File: src/rtl/regfile_reader.sv
// regfile_reader: 32 x 32-bit register file with a write-enable vector,
// a two-port registered read with same-edge write bypass, and a serial
// dump engine that streams registers 0..31 over a valid/ready handshake.
// Register 0 is hard-wired to zero.

module regfile_reader (
    input  logic        clk,
    input  logic        reset,
    input  logic [31:0] WriteEn,
    input  logic [31:0] WriteData,
    input  logic        ReadEn,
    input  logic [4:0]  ReadRegister1,
    input  logic [4:0]  ReadRegister2,
    output logic [31:0] ReadData1,
    output logic [31:0] ReadData2,
    output logic        ReadValid,
    input  logic        DumpStart,
    output logic [31:0] DumpData,
    output logic [4:0]  DumpIndex,
    output logic        DumpValid,
    input  logic        DumpReady,
    output logic        DumpBusy
);

    // Dump sequencer states
    localparam logic [1:0] ST_IDLE  = 2'd0;
    localparam logic [1:0] ST_LOAD  = 2'd1;
    localparam logic [1:0] ST_OFFER = 2'd2;

    // Value a reader sees at this edge: zero for register 0, the incoming
    // write data if the register is being written on the same edge,
    // otherwise the stored contents.
    function automatic logic [31:0] f_bypass(
        input logic [4:0]  idx,
        input logic [31:0] we,
        input logic [31:0] wd,
        input logic [31:0] stored
    );
        logic [31:0] v;
        if (idx == 5'd0) begin
            v = 32'h0000_0000;
        end else if (we[idx]) begin
            v = wd;
        end else begin
            v = stored;
        end
        return v;
    endfunction

    logic [31:0] r_regs [32];

    logic [31:0] r_rd1;
    logic [31:0] r_rd2;
    logic        r_rv;

    logic [1:0]  r_state;
    logic [4:0]  r_cnt;
    logic [31:0] r_ddata;
    logic [4:0]  r_didx;
    logic        r_dval;
    logic        r_busy;

    logic [31:0] w_rd1;
    logic [31:0] w_rd2;
    logic [31:0] w_dump_word;
    logic [1:0]  w_state_nxt;
    logic [4:0]  w_cnt_nxt;
    logic        w_accept;

    // Bypassed read values for both read ports and the dump engine
    always_comb begin
        w_rd1       = f_bypass(ReadRegister1, WriteEn, WriteData, r_regs[ReadRegister1]);
        w_rd2       = f_bypass(ReadRegister2, WriteEn, WriteData, r_regs[ReadRegister2]);
        w_dump_word = f_bypass(r_cnt, WriteEn, WriteData, r_regs[r_cnt]);
        w_accept    = r_dval & DumpReady;
    end

    // Register storage: every flagged register 1..31 loads WriteData
    always_ff @(posedge clk) begin
        if (reset) begin
            for (int i = 0; i < 32; i++) begin
                r_regs[i] <= 32'h0000_0000;
            end
        end else begin
            for (int i = 1; i < 32; i++) begin
                if (WriteEn[i]) begin
                    r_regs[i] <= WriteData;
                end
            end
        end
    end

    // Read port: one-cycle latency, data held while no read is launched
    always_ff @(posedge clk) begin
        if (reset) begin
            r_rd1 <= 32'h0000_0000;
            r_rd2 <= 32'h0000_0000;
            r_rv  <= 1'b0;
        end else begin
            r_rv <= ReadEn;
            if (ReadEn) begin
                r_rd1 <= w_rd1;
                r_rd2 <= w_rd2;
            end
        end
    end

    // Dump sequencer next-state and next-index selection
    always_comb begin
        w_state_nxt = r_state;
        w_cnt_nxt   = r_cnt;
        case (r_state)
            ST_IDLE: begin
                if (DumpStart) begin
                    w_state_nxt = ST_LOAD;
                    w_cnt_nxt   = 5'd0;
                end else begin
                    w_state_nxt = ST_IDLE;
                    w_cnt_nxt   = r_cnt;
                end
            end
            ST_LOAD: begin
                w_state_nxt = ST_OFFER;
            end
            ST_OFFER: begin
                if (w_accept) begin
                    if (r_cnt == 5'd31) begin
                        w_state_nxt = ST_IDLE;
                        w_cnt_nxt   = 5'd0;
                    end else begin
                        w_state_nxt = ST_LOAD;
                        w_cnt_nxt   = r_cnt + 5'd1;
                    end
                end else begin
                    w_state_nxt = ST_OFFER;
                    w_cnt_nxt   = r_cnt;
                end
            end
            default: begin
                w_state_nxt = ST_IDLE;
                w_cnt_nxt   = 5'd0;
            end
        endcase
    end

    // Dump sequencer state, beat capture and handshake outputs
    always_ff @(posedge clk) begin
        if (reset) begin
            r_state <= ST_IDLE;
            r_cnt   <= 5'd0;
            r_ddata <= 32'h0000_0000;
            r_didx  <= 5'd0;
            r_dval  <= 1'b0;
            r_busy  <= 1'b0;
        end else begin
            r_state <= w_state_nxt;
            r_cnt   <= w_cnt_nxt;
            r_busy  <= (w_state_nxt != ST_IDLE);
            if (r_state == ST_LOAD) begin
                // Snapshot taken here; it stays frozen while the beat waits
                r_ddata <= w_dump_word;
                r_didx  <= r_cnt;
                r_dval  <= 1'b1;
            end else if (w_accept) begin
                r_dval  <= 1'b0;
            end
        end
    end

    assign ReadData1 = r_rd1;
    assign ReadData2 = r_rd2;
    assign ReadValid = r_rv;
    assign DumpData  = r_ddata;
    assign DumpIndex = r_didx;
    assign DumpValid = r_dval;
    assign DumpBusy  = r_busy;

endmodule

File: config.mk
export PLATFORM = sky130hd
export DESIGN_NAME = regfile_reader
export DESIGN_NICKNAME = d
export VERILOG_FILES = /design/src/rtl/regfile_reader.sv
export SDC_FILE = /design/constraint.sdc
export NUM_CORES = 2
export LEC_CHECK = 0
export BUFFER_PORTS_ARGS = -buffer_cell sky130_fd_sc_hd__buf_2
export CORE_MARGIN = 2
export CORE_UTILIZATION = 58
export CTS_CLUSTER_DIAMETER = 80
export DETAILED_ROUTE_END_ITERATION = 8
export PLACE_DENSITY = 0.75
export SLEW_MARGIN = 40
export SYNTH_ARGS = -nofsm -noshare
export SYNTH_HDL_FRONTEND = slang
export SYNTH_SLANG_ARGS = --single-unit
File: constraint.sdc
create_clock -name clk -period 4.2 [get_ports clk]
set_clock_uncertainty 0.2 [all_clocks]
set_input_delay 0.63 -clock clk [delete_from_list [all_inputs] [get_ports clk]]
set_output_delay 0.63 -clock clk [all_outputs]
set_load 0.02 [all_outputs]
==> impl_metrics.csv <==
group,metric,value,unit
critical_path,required,4.67,ns
detailed_routing,vias,45446,
power_and_ir_drop,clockPowerShare,36.2,%
power_and_ir_drop,p_per_area,408,mW/mm^2
cts,h-tree-depth,3,
timing,grt_setup_unrepaired,"false",
critical_path,arrival,3.71,ns
floorplan,ios,183,
timing,fin_tns_setup,0,ns
logic_synthesis,synth_cell_type_count,57,
cts,cts_root_buf,"clkbuf_16",
critical_path,crit_type,"reg -> reg",
detailed_routing,drc,0,
logic_synthesis,synth_nets,4179,
cts,ctsHoldBuffers,1,
cts,path_clk_slew,0.06,ns
power_and_ir_drop,p_comb_share,15.6,%
logic_synthesis,synth_most_common_cell,"edfxtp_1",
worst_hold_path,whs_path_depth,3,
timing,whs,0.0732,ns
finish,drive_above_1_share,35.0,%
floorplan,die_area,0.111,mm^2
detailed_routing,drtPass1Iterations,6,
detailed_routing,drt-initial-drc-count,8738,
detailed_routing,finalWirelength,231000,um
timing,slew_headroom,30.8,%
floorplan,core,0.107,mm^2
power_and_ir_drop,p_leak,24.7,nW
global_routing,track_usage,41.4,%
place,gp_congestion,0.949,
global_routing,grt_antenna_before_repair,9,
status,status,"completed",
finish,area_growth,11.4,%
logic_synthesis,synth_top_cell_by_area,"edfxtp_1",
critical_path,cp-end-kind,"register",
cts,cts_tree,"yes",
logic_synthesis,ys_seq_elements,1108,
timing,hold_viol,0,
detailed_routing,via_per_inst,7.96,
power_and_ir_drop,pwr-share-seq,48.2,%
global_routing,grt_pass1_wl,323000,um
cts,cts_resized,0,
logic_synthesis,netlist_instances,4097,
job,drv_cap,0,
cts,clock_sinks,1108,
power_and_ir_drop,switching_power,7.57,mW
timing,tightest_slew,1.03,ns
cts,clock_path_buffers,3,
critical_path,critPathLaunchType,"register",
global_routing,grt_pass1_vias,43735,
timing,timing.final.max_slew_violations,0,
floorplan,die_h,333,um
logic_synthesis,synth_async_sr_flop_share,0,%
worst_hold_path,hold_path.class,"in -> reg",
cts,cts_made_buffers,114,
logic_synthesis,ys_warn_count,0,
finish,fin_util,65.3,%
cts,post_cts_buffers,0,
floorplan,die_w,333,um
detailed_routing,postRouteAntennaNets,0,
logic_synthesis,synth_area_leaders,"edfxtp_1 (47%), mux4_2 (24%), and2_1 (5.4%)",
power_and_ir_drop,p_int,21.0,mW
finish,post-route-cell-area,0.0701,mm^2
logic_synthesis,synth_common_cells,"edfxtp_1 (992), mux4_2 (684), and2_1 (547)",
global_routing,grt_max_degree,84,
global_routing,globalRoute.totalOverflow,0,
cts,worstSkewPairLatency,0.73,ns
logic_synthesis,yosysTopAreaCellShare,47.3,%
place,placed_area,0.0662,mm^2
floorplan,start_util,58.6,%
power_and_ir_drop,max-vdd-ir-drop,321,uV
logic_synthesis,synth_edf_count,992,
critical_path,crit_path_max_fanout,23,
timing,setup_viol,0,
timing,finalCriticalPeriod,3.24,ns
power_and_ir_drop,swShare,26.5,%
logic_synthesis,ys_seq_area_share,51.0,%
place,place_hpwl,138000,um
floorplan,rows,120,
logic_synthesis,synth_area_per_cell,15.4,um^2
logic_synthesis,synth.cell_area,0.0629,mm^2
detailed_routing,post_drt_wl_per_cell,40.4,um
timing,fmax,309,MHz
finish,fin_nets,4272,
critical_path,r2r_cells,6,
place,portBuffers,182,
timing,fin_crit_sh,77.1,%
logic_synthesis,synth_ff_type,"edfxtp_1",
flip-flops by register name, summed over array words and instances, names as in the netlist, named ones only:
| name | flops |
|---|---|
| DumpBusy | 1 |
| DumpData | 32 |
| DumpIndex | 5 |
| DumpValid | 1 |
| ReadData1 | 32 |
| ReadData2 | 32 |
| ReadValid | 1 |
| r_cnt | 5 |
| r_regs | 992 |
| r_state | 2 |
final cells by class:
type | count | area (um^2)
well taps | 1403 | 1760
inverters | 9 | 33.8
clock buffers | 158 | 3230
clock inverters | 59 | 551
fillers | 7359 | 37200
diodes | 14 | 35.0
flip-flops and latches | 1108 | 32100
multi-input cells | 2535 | 28900
repair buffers | 422 | 3500
cell families after synthesis:
group,after synthesis,share of synthesized area [%]
flops,1108,51.0
simple gates,897,8.32
mux,1050,30.5
fa+ha+maj,3,0.0596
buf+inv,454,3.43
compound gates,585,6.67
per-stage QoR:
step                      setup slack (ns)  cells  total power [mW]
after floorplan                       1.40   4097              16.6
after global placement               0.752   5471              18.1
after detailed placement             0.721   5474              18.2
after CTS                            0.972   5692              28.4
after global routing                  1.01   5694              29.2
final                                0.962   5708              28.6
power groups by stage:
stage | Clock [mW] | Combinational, mW | Sequential (mW)
floorplan | 0 | 2.82 | 13.7
global placement | 0 | 4.21 | 13.9
detailed placement | 0 | 4.28 | 14.0
CTS | 10.3 | 4.31 | 13.7
global route | 10.8 | 4.55 | 13.8
finish | 10.4 | 4.45 | 13.8
worst paths after layout:
kind	start	end	slack [ns]
min	DumpStart	r_state[0]	0.07
max	register	DumpData[27]	0.96
max reg2reg	register	DumpData[27]	0.96
min reg2reg	DumpIndex[3]	DumpIndex[3]	0.25
layout by cell type (no fill, tap or decap), types with 18 or more instances in the layout:
cell | synthesis | routed
edfxtp_1 | 992 | 992
mux4_2 | 684 | 684
and2_1 | 547 | 547
mux2i_1 | 261 | 261
buf_4 | 30 | 185
buf_2 | 106 | 173
o22ai_1 | 122 | 122
clkbuf_16 | 0 | 119
dfxtp_1 | 116 | 110
mux2_2 | 105 | 105
nor2_1 | 99 | 95
a21oi_1 | 94 | 94
a22oi_1 | 83 | 83
nand2_1 | 57 | 56
buf_12 | 0 | 54
a221o_1 | 51 | 51
a221oi_1 | 42 | 42
o21ai_0 | 39 | 39
or2_2 | 36 | 35
o21ai_1 | 33 | 32
a22oi_2 | 30 | 30
nor4_1 | 30 | 29
clkbuf_1 | 256 | 28
nor2b_2 | 0 | 23
clkinv_2 | 0 | 21
clkinv_1 | 0 | 20
o21a_1 | 19 | 19
nor2b_1 | 53 | 18
layer usage:
metal / share of wire (%) / vias to the layer above / wire length, um / global-route usage [%]
met5: 0.034 / - / 78 / 0.434
met4: 7.5 / 4 / 17200 / 26.0
met3: 17 / 1074 / 39800 / 15.1
met2: 43 / 4874 / 99000 / 58.7
met1: 32 / 22574 / 74800 / 54.3
li1: - / 16920 / - / -
critical path, stage by stage (launching register included):
cell and delay (ns):
dfxtp_4 0.63, nor2b_4 0.79, buf_4 0.41, a221oi_1 0.15
nor4_1 0.65, o21a_1 0.23, a221o_1 0.09
Note: power is estimated with default switching activity, not from simulation.
